[src/rtl/Execution_param.vh]
// Shared ALU control encodings used by the decoder and the execution units.
`ifndef EXECUTION_PARAM_VH
`define EXECUTION_PARAM_VH

`define CTRL_ADD_WIDTH   2
`define CTRL_ADD         2'd0
`define CTRL_SUB         2'd1
`define CTRL_ADDI        2'd2

`define CTRL_LOGIC_WIDTH 3
`define CTRL_AND         3'd0
`define CTRL_OR          3'd1
`define CTRL_XOR         3'd2
`define CTRL_ANDI        3'd3
`define CTRL_ORI         3'd4
`define CTRL_XORI        3'd5

`endif

[src/rtl/alu_exec_unit_pkg.sv]
// Shared types and control encodings for the ALU execution unit.
// Encodings come from Execution_param.vh; this package only re-exports them.
package alu_exec_unit_pkg;

`include "Execution_param.vh"

    localparam int CTRL_ADD_W   = `CTRL_ADD_WIDTH;
    localparam int CTRL_LOGIC_W = `CTRL_LOGIC_WIDTH;

    localparam logic [CTRL_ADD_W-1:0] OP_ADD  = `CTRL_ADD;
    localparam logic [CTRL_ADD_W-1:0] OP_SUB  = `CTRL_SUB;
    localparam logic [CTRL_ADD_W-1:0] OP_ADDI = `CTRL_ADDI;

    localparam logic [CTRL_LOGIC_W-1:0] OP_AND  = `CTRL_AND;
    localparam logic [CTRL_LOGIC_W-1:0] OP_OR   = `CTRL_OR;
    localparam logic [CTRL_LOGIC_W-1:0] OP_XOR  = `CTRL_XOR;
    localparam logic [CTRL_LOGIC_W-1:0] OP_ANDI = `CTRL_ANDI;
    localparam logic [CTRL_LOGIC_W-1:0] OP_ORI  = `CTRL_ORI;
    localparam logic [CTRL_LOGIC_W-1:0] OP_XORI = `CTRL_XORI;

    typedef enum logic [1:0] {
        BUF_EMPTY   = 2'd0,
        BUF_PARTIAL = 2'd1,
        BUF_FULL    = 2'd2
    } buf_state_e;

    // Immediate forms of the logic ops take their second operand from imm.
    function automatic logic logic_uses_imm(input logic [CTRL_LOGIC_W-1:0] ctrl);
        return (ctrl == OP_ANDI) || (ctrl == OP_ORI) || (ctrl == OP_XORI);
    endfunction

endpackage

[src/rtl/alu_exec_unit_if.sv]
// Uop-in / result-out bundle of the ALU execution unit.
// Flag signals exist only when ALU_EXEC_FLAGS_EN is defined.
interface alu_exec_if
    import alu_exec_unit_pkg::*;
#(
    parameter int XLEN = 32
) ();
    logic                    in_valid;
    logic                    in_ready;
    logic [CTRL_ADD_W-1:0]   ctrl_adder;
    logic                    uop_is_add;
    logic [CTRL_LOGIC_W-1:0] ctrl_logic;
    logic                    uop_is_logic;
    logic [XLEN-1:0]         rs1_data;
    logic [XLEN-1:0]         rs2_data;
    logic [XLEN-1:0]         imm;
    logic                    res_valid;
    logic                    res_ready;
    logic [XLEN-1:0]         res_data;
    logic                    illegal_uop;
`ifdef ALU_EXEC_FLAGS_EN
    logic                    res_zero;
    logic                    res_carry;
    logic                    res_ovf;
`endif

    modport master (
        output in_valid, ctrl_adder, uop_is_add, ctrl_logic, uop_is_logic,
        output rs1_data, rs2_data, imm, res_ready,
`ifdef ALU_EXEC_FLAGS_EN
        input  res_zero, res_carry, res_ovf,
`endif
        input  in_ready, res_valid, res_data, illegal_uop
    );

    modport slave (
        input  in_valid, ctrl_adder, uop_is_add, ctrl_logic, uop_is_logic,
        input  rs1_data, rs2_data, imm, res_ready,
`ifdef ALU_EXEC_FLAGS_EN
        output res_zero, res_carry, res_ovf,
`endif
        output in_ready, res_valid, res_data, illegal_uop
    );
endinterface

[src/rtl/alu_res_buf.sv]
// Small in-order result buffer with EMPTY/PARTIAL/FULL occupancy states.
// A push into a full buffer is honoured only when a pop happens the same cycle.
module alu_res_buf
    import alu_exec_unit_pkg::*;
#(
    parameter int WIDTH = 32,
    parameter int DEPTH = 2
) (
    input  logic             clk,
    input  logic             reset,
    input  logic             push,
    input  logic [WIDTH-1:0] push_data,
    input  logic             pop,
    output logic [WIDTH-1:0] pop_data,
    output logic             full,
    output logic             empty
);
    localparam int PTR_W = $clog2(DEPTH);
    localparam int CNT_W = PTR_W + 1;

    logic [WIDTH-1:0] mem_q [DEPTH];
    logic [PTR_W-1:0] wr_ptr_q, wr_ptr_d;
    logic [PTR_W-1:0] rd_ptr_q, rd_ptr_d;
    logic [CNT_W-1:0] count_q, count_d;
    buf_state_e       state_q, state_d;
    logic             do_push, do_pop;

    assign empty   = (state_q == BUF_EMPTY);
    assign full    = (state_q == BUF_FULL);
    assign do_pop  = pop && !empty;
    assign do_push = push && (!full || do_pop);

    always_comb begin
        wr_ptr_d = wr_ptr_q;
        rd_ptr_d = rd_ptr_q;
        count_d  = count_q;
        if (do_push) begin
            wr_ptr_d = wr_ptr_q + PTR_W'(1);
        end
        if (do_pop) begin
            rd_ptr_d = rd_ptr_q + PTR_W'(1);
        end
        case ({do_push, do_pop})
            2'b10:   count_d = count_q + CNT_W'(1);
            2'b01:   count_d = count_q - CNT_W'(1);
            default: count_d = count_q;
        endcase
    end

    always_comb begin
        state_d = state_q;
        case (state_q)
            BUF_EMPTY: begin
                if (do_push) begin
                    state_d = BUF_PARTIAL;
                end
            end
            BUF_PARTIAL: begin
                if (do_push && !do_pop && (count_q == CNT_W'(DEPTH - 1))) begin
                    state_d = BUF_FULL;
                end else if (do_pop && !do_push && (count_q == CNT_W'(1))) begin
                    state_d = BUF_EMPTY;
                end
            end
            BUF_FULL: begin
                if (do_pop && !do_push) begin
                    state_d = BUF_PARTIAL;
                end
            end
            default: state_d = BUF_EMPTY;
        endcase
    end

    always_ff @(posedge clk or posedge reset) begin
        if (reset) begin
            state_q  <= BUF_EMPTY;
            count_q  <= '0;
            wr_ptr_q <= '0;
            rd_ptr_q <= '0;
        end else begin
            state_q  <= state_d;
            count_q  <= count_d;
            wr_ptr_q <= wr_ptr_d;
            rd_ptr_q <= rd_ptr_d;
        end
    end

    // Storage needs no reset: the head is masked to zero while empty.
    always_ff @(posedge clk) begin
        if (do_push) begin
            mem_q[wr_ptr_q] <= push_data;
        end
    end

    assign pop_data = empty ? '0 : mem_q[rd_ptr_q];

endmodule

[src/rtl/alu_exec_unit.sv]
// Single-cycle add/sub/logic execution unit feeding an in-order result buffer.
// Define ALU_EXEC_FLAGS_EN to add zero/carry/overflow flags to each result.
module alu_exec_unit
    import alu_exec_unit_pkg::*;
#(
    parameter int XLEN      = 32,
    parameter int BUF_DEPTH = 2
) (
    input  logic      clk,
    input  logic      reset,
    alu_exec_if.slave bus
);
`ifdef ALU_EXEC_FLAGS_EN
    localparam int ENTRY_W = XLEN + 3;
`else
    localparam int ENTRY_W = XLEN;
`endif

    logic               accept, pop;
    logic               buf_full, buf_empty;
    logic               is_sub, add_known, logic_known, illegal;
    logic [XLEN-1:0]    add_b, b_eff, add_sum;
    logic [XLEN-1:0]    logic_b, logic_res, result;
    logic [ENTRY_W-1:0] push_entry, head_entry;
    logic               illegal_q;

    // Adder: SUB is rs1 + ~rs2 + 1 so carry-out is the inverted borrow.
    assign is_sub    = (bus.ctrl_adder == OP_SUB);
    assign add_known = (bus.ctrl_adder == OP_ADD) || (bus.ctrl_adder == OP_SUB) ||
                       (bus.ctrl_adder == OP_ADDI);
    assign add_b     = (bus.ctrl_adder == OP_ADDI) ? bus.imm : bus.rs2_data;
    assign b_eff     = is_sub ? ~add_b : add_b;

`ifdef ALU_EXEC_FLAGS_EN
    logic [XLEN:0] add_full;
    logic          add_carry, add_ovf;
    logic          flag_zero, flag_carry, flag_ovf;

    assign add_full  = {1'b0, bus.rs1_data} + {1'b0, b_eff} + {{XLEN{1'b0}}, is_sub};
    assign add_sum   = add_full[XLEN-1:0];
    assign add_carry = add_full[XLEN];
    assign add_ovf   = (bus.rs1_data[XLEN-1] == b_eff[XLEN-1]) &&
                       (add_sum[XLEN-1] != bus.rs1_data[XLEN-1]);
`else
    assign add_sum   = bus.rs1_data + b_eff + {{(XLEN-1){1'b0}}, is_sub};
`endif

    assign logic_b = logic_uses_imm(bus.ctrl_logic) ? bus.imm : bus.rs2_data;

    always_comb begin
        logic_res   = '0;
        logic_known = 1'b1;
        case (bus.ctrl_logic)
            OP_AND, OP_ANDI: logic_res = bus.rs1_data & logic_b;
            OP_OR,  OP_ORI:  logic_res = bus.rs1_data | logic_b;
            OP_XOR, OP_XORI: logic_res = bus.rs1_data ^ logic_b;
            default:         logic_known = 1'b0;
        endcase
    end

    // Exactly one unit must be selected and its encoding must be known.
    assign illegal = (bus.uop_is_add == bus.uop_is_logic) ||
                     (bus.uop_is_add && !add_known) ||
                     (bus.uop_is_logic && !logic_known);

    always_comb begin
        result = '0;
        if (!illegal) begin
            result = bus.uop_is_add ? add_sum : logic_res;
        end
    end

`ifdef ALU_EXEC_FLAGS_EN
    assign flag_zero  = (result == '0);
    assign flag_carry = !illegal && bus.uop_is_add && add_carry;
    assign flag_ovf   = !illegal && bus.uop_is_add && add_ovf;
    assign push_entry = {flag_ovf, flag_carry, flag_zero, result};
`else
    assign push_entry = result;
`endif

    assign bus.in_ready  = !reset && (!buf_full || bus.res_ready);
    assign accept        = bus.in_valid && bus.in_ready;
    assign bus.res_valid = !buf_empty;
    assign pop           = bus.res_valid && bus.res_ready;

    alu_res_buf #(
        .WIDTH (ENTRY_W),
        .DEPTH (BUF_DEPTH)
    ) u_res_buf (
        .clk       (clk),
        .reset     (reset),
        .push      (accept),
        .push_data (push_entry),
        .pop       (pop),
        .pop_data  (head_entry),
        .full      (buf_full),
        .empty     (buf_empty)
    );

    assign bus.res_data = head_entry[XLEN-1:0];
`ifdef ALU_EXEC_FLAGS_EN
    assign bus.res_zero  = head_entry[XLEN];
    assign bus.res_carry = head_entry[XLEN+1];
    assign bus.res_ovf   = head_entry[XLEN+2];
`endif

    // Sticky: once an illegal uop is accepted the flag stays until reset.
    always_ff @(posedge clk or posedge reset) begin
        if (reset) begin
            illegal_q <= 1'b0;
        end else if (accept && illegal) begin
            illegal_q <= 1'b1;
        end
    end

    assign bus.illegal_uop = illegal_q;

endmodule

[src/flat_wrapper.sv]
// flat-port wrapper written by rule: the top's interface ports become plain ports
module alu_exec_unit_flat import alu_exec_unit_pkg::*;
#(
    parameter int XLEN      = 32,
    parameter int BUF_DEPTH = 2
)
  (clk, reset, bus_in_valid, bus_ctrl_adder, bus_uop_is_add, bus_ctrl_logic, bus_uop_is_logic, bus_rs1_data, bus_rs2_data, bus_imm, bus_res_ready, bus_in_ready, bus_res_valid, bus_res_data, bus_illegal_uop);
  alu_exec_if #(.XLEN(XLEN)) bus_i ();
  input  logic clk;
  input  logic reset;
  input wire logic [$bits(bus_i.in_valid)-1:0] bus_in_valid;
  input wire logic [$bits(bus_i.ctrl_adder)-1:0] bus_ctrl_adder;
  input wire logic [$bits(bus_i.uop_is_add)-1:0] bus_uop_is_add;
  input wire logic [$bits(bus_i.ctrl_logic)-1:0] bus_ctrl_logic;
  input wire logic [$bits(bus_i.uop_is_logic)-1:0] bus_uop_is_logic;
  input wire logic [$bits(bus_i.rs1_data)-1:0] bus_rs1_data;
  input wire logic [$bits(bus_i.rs2_data)-1:0] bus_rs2_data;
  input wire logic [$bits(bus_i.imm)-1:0] bus_imm;
  input wire logic [$bits(bus_i.res_ready)-1:0] bus_res_ready;
  output wire logic [$bits(bus_i.in_ready)-1:0] bus_in_ready;
  output wire logic [$bits(bus_i.res_valid)-1:0] bus_res_valid;
  output wire logic [$bits(bus_i.res_data)-1:0] bus_res_data;
  output wire logic [$bits(bus_i.illegal_uop)-1:0] bus_illegal_uop;
  assign bus_i.in_valid = bus_in_valid;
  assign bus_i.ctrl_adder = bus_ctrl_adder;
  assign bus_i.uop_is_add = bus_uop_is_add;
  assign bus_i.ctrl_logic = bus_ctrl_logic;
  assign bus_i.uop_is_logic = bus_uop_is_logic;
  assign bus_i.rs1_data = bus_rs1_data;
  assign bus_i.rs2_data = bus_rs2_data;
  assign bus_i.imm = bus_imm;
  assign bus_i.res_ready = bus_res_ready;
  assign bus_in_ready = bus_i.in_ready;
  assign bus_res_valid = bus_i.res_valid;
  assign bus_res_data = bus_i.res_data;
  assign bus_illegal_uop = bus_i.illegal_uop;
  alu_exec_unit #(.XLEN(XLEN), .BUF_DEPTH(BUF_DEPTH)) u_core (.clk(clk), .reset(reset), .bus(bus_i));
endmodule
[config.mk]
export PLATFORM = sky130hd
export DESIGN_NAME = alu_exec_unit_flat
export DESIGN_NICKNAME = d
export VERILOG_FILES = /design/src/rtl/alu_exec_unit_pkg.sv /design/src/rtl/alu_exec_unit_if.sv /design/src/rtl/alu_res_buf.sv /design/src/rtl/alu_exec_unit.sv /design/src/flat_wrapper.sv
export VERILOG_INCLUDE_DIRS = /design/src /design/src/rtl
export SDC_FILE = /design/constraint.sdc
export NUM_CORES = 1
export LEC_CHECK = 0
export ABC_AREA = 1
export BUFFER_PORTS_ARGS = -buffer_cell sky130_fd_sc_hd__clkbuf_2
export CORE_MARGIN = 10
export CORE_UTILIZATION = 55
export CTS_CLUSTER_SIZE = 24
export DETAILED_ROUTE_END_ITERATION = 16
export GPL_TIMING_DRIVEN = 1
export PLACE_DENSITY = 0.79
export SLEW_MARGIN = 20
export SYNTH_ARGS = -nofsm -noshare
export SYNTH_HDL_FRONTEND = slang
export SYNTH_SLANG_ARGS = --single-unit
[constraint.sdc]
create_clock -name clk -period 3 [get_ports clk]
set_input_delay 0.3 -clock clk [delete_from_list [all_inputs] [get_ports clk]]
set_output_delay 0.3 -clock clk [all_outputs]
set_load 0.05 [all_outputs]
==> key figures <==
Synth
  • Syn_nets: approximately 1300
  • Yosys warns: 0
  • Post-Synth Adder-Cell Area: 0.1690
  • Post-synth design cell area: just under 8000 µm²
  • Leading area contributor after synthesis: edfxtp_1
  • Post-synthesis mux area share: 0
  • Post-synth top area share: 0.2458
  • Synth Area in Compound Gates: 0.2178
  • Largest family of logic cells by synthesized area: simple AND/OR/NAND/NOR gates
  • Synth Area per Inst: between 6 and 7 µm²
  • Flops & latches, synth: 71
  • Synth area leaders: edfxtp_1 (25%), ha_1 (17%), nand2_1 (14%), o21ai_0 (8.1%), inv_1 (7.9%)
  • Number of synthesized flops with an enable pin: 64
  • Post-synthesis sequential area ratio: 0.2682
  • Post-Synthesis Cells: approximately 1100
  • Post-Synth Simple-Gate Area: 0.2253
  • Cell variety after synth: 41
  • Main synth FF type: edfxtp_1
  • Async SR Flop Fraction: 0.09859
  • XOR/XNOR share of the synthesized area: 0.01568

Route
  • Drt via density: between 5 and 6
  • DRC Markers: 0
  • Final wirelength: ~23000 µm
  • Iteration-0 DRC Markers: approximately 620
  • DRT Pass-1 Iters: 5
  • Via count: between 8000 and 9000
  • Drt wl/cell: ~15 µm
  • DRT antenna net count: 0

Outcome
  • Status: completed

Timing
  • Tmin final: 2.709 ns
  • Worst-margin pin slew: around 0.94 ns
  • Final Hold Viols: 0
  • Final worst path period share: 0.9030
  • # setup viols final: 0
  • Max Freq: between 300 and 400 MHz
  • Worst Hold Slack: ~0.37 ns
  • Relative slew slack: 0.3708
  • Pins Over Slew Limit: 0
  • RSZ-0062 raised after global routing: false
  • Clk_skew: between 0.004 and 0.005 ns

Worst setup path
  • Worst-path maximum fanout: 14
  • Slowest stage cell, crit path: ha_1
  • Critical path startpoint category: input port
  • CP Data Required Time: 3.07 ns
  • Crit-path leading delay family: simple AND/OR/NAND/NOR gates
  • Biggest cell delay along the critical path: 0.39 ns
  • CP bufs+invs: 5
  • Arr. time, crit path: approximately 2.8 ns
  • CP cell instances: clkbuf_2 -> inv_2 -> nand2_4 -> buf_12 -> nand2_1 -> o21ai_0 -> nand2_1 -> o21ai_0 -> ha_1 -> a21oi_1 -> buf_4 -> o21ai_0 -> inv_1 -> nand2_2 -> nand2_2 -> nand2_2 -> nand2_1 -> nand3_1 -> nand2_1 -> nor2_1 -> nor2_1
  • Critical Path End Type: register
  • Critical path class: in -> reg
  • Most frequent CP cell: nand2_1

Final layout
  • Area Overhead vs Synth: 19.83%
  • Most common cell after layout, fill and taps aside: nand2_1
  • Layout cells sized above 1: 0.1778
  • Most frequent cells in the layout: nand2_1 (295), inv_1 (164), clkbuf_2 (141)
  • Diodes inserted: 0
  • Layout Nets: approximately 1500
  • Non-Filler Instances: 1485

Clocking
  • H-Tree Depth: 3
  • TritonCTS clock tree: yes
  • Clock Latency Late Sink: around 0.33 ns
  • Clock Tree Buf Depth: 2
  • Inserted Clock Buffers: 9
  • Sink Count: just over 70
  • Clk slew on worst S/H paths: around 0.050 ns
  • Root Driver: clkbuf_16

Die
  • Die Height: 139.2 µm
  • Starting Density: 0.5633
  • Core Footprint: 13880 µm²
  • Die Width: ~140 µm
  • IO Pins: between 100 and 150
  • Die area: just under 20000 µm²
  • Row cnt: 43

Global route
  • Initial antenna violation count: 0
  • Global-route wire length before repair: between 30000 and 40000 µm
  • Remaining Overflow, GRT: 0
  • Vias in the first global route: between 7000 and 8000
  • Total Routing Usage GR: 0.2311
  • Largest net degree at the start of global routing: 36

Min path
  • Worst hold path type: in -> reg

Place
  • Routability cong.: between 0.9 and 1
  • HPWL Detailed: approximately 19000 µm
  • Count of input and output buffers: about 140
  • DP Cell Count: 1468

Pwr
  • Maximum vdd drop: between 300 and 400 µV
  • Pwr dens: ~580 nW/µm²
  • Leak Pwr: just under 5 nW

Flow run
  • Max_cap viols: 0
## synthesized netlist by cell type, types with 10 or more instances
cell and number:
nand2_1 295, inv_1 164, o21ai_0 126, ha_1 104, a21oi_1 97, nor2_1 75
edfxtp_1 64, nand3_1 40, clkbuf_1 36, o2111ai_1 15, nor3_1 14, xor2_1 12
a211oi_1 10
## worst paths after layout
path                                                         start                                      end  slack [ns]  cells after the start
max                                              bus_ctrl_adder[0]  u_core.u_res_buf.mem_q[0][31]$_DFFE_PP_        0.29                     21
min                                                  bus_res_ready    u_core.u_res_buf.rd_ptr_q$_DFFE_PP0P_        0.37                      4
max reg2reg                u_core.u_res_buf.state_q[1]$_DFFE_PP0P_   u_core.u_res_buf.mem_q[1][2]$_DFFE_PP_        1.13                      6
min reg2reg                u_core.u_res_buf.count_q[0]$_DFFE_PP0P_  u_core.u_res_buf.count_q[0]$_DFFE_PP0P_        0.48                      1
max in group asynchronous                                    reset  u_core.u_res_buf.state_q[0]$_DFFE_PP0P_        2.33                      3
min in group asynchronous                                    reset  u_core.u_res_buf.count_q[0]$_DFFE_PP0P_        0.44                      3
## cell families (layout without fill, tap and decap cells)
| logic type | after synthesis | after routing |
|---|---|---|
| xor gates and xnor gates | 14 | 14 |
| adders and majority gates | 105 | 105 |
| DFF | 71 | 71 |
| AOI/OAI and AO/OA | 296 | 296 |
| buffers and inverters | 214 | 382 |
| and+or+nand+nor | 437 | 437 |
## stage by stage
step                      area, µm²  utilization  worst slack (ns)  TNS [ns]  power (mW)
after floorplan                7819            -         -0.006613   -0.4232       3.481
after global placement         9050       0.6520           0.06976         0       4.321
after detailed placement       9050       0.6520          0.004105         0       4.372
after CTS                      9365       0.6747            0.3370         0       5.460
after global routing           9369       0.6750           0.01337         0       5.829
final                          9369       0.6750            0.2909         0       5.442
## repair_timing
| action | 4_1_cts | 5_1_grt |
|---|---|---|
| hold buffers | 1 | 0 |
| buffers inserted | 0 | 0 |
| gates resized for setup | 0 | 1 |
| setup endpoints to repair | 0 | 2 |
| endpoints found under the hold margin | 7 | 0 |
## state kept, by name, indices dropped and copies added, names as in the netlist
register                   count
u_core.bus.illegal_uop         1
u_core.u_res_buf.count_q       2
u_core.u_res_buf.mem_q        64
u_core.u_res_buf.rd_ptr_q      1
u_core.u_res_buf.state_q       2
u_core.u_res_buf.wr_ptr_q      1
## area by class of cell
cell class	instances	area (µm²)
multi-input cells	852	4928
fillers	1258	4512
flip-flops and latches	71	2097
repair buffers	197	1179
inverters	169	634.4
clock buffers	11	232.7
well taps	180	225.2
clock inverters	5	72.57
## per-layer routing
layer  GRT usage  up-vias  wire length [µm]
met1      0.3293     3627             10680
met3     0.05444       28              2202
met5           0        -                 0
li1            -     4111                 -
met4     0.06150        0               365
met2      0.3401      326              9620
## worst register-to-register path: stages, from the launching register on
cell     delay (ns)
dfrtp_1        0.38
inv_1          0.11
o31ai_1        0.07
inv_1          0.08
nand2_1        0.19
nor2_2         0.47
buf_12         0.26
## report_power, final
group	leakage [nW]	switching (mW)	total [mW]	internal, mW
clock network	0.149	0.363	1.08	0.720
registers	0.681	0.0479	1.31	1.26
logic	4.02	2.19	3.05	0.858
total	4.85	2.60	5.44	2.84
Note: power is estimated with default switching activity, not from simulation.
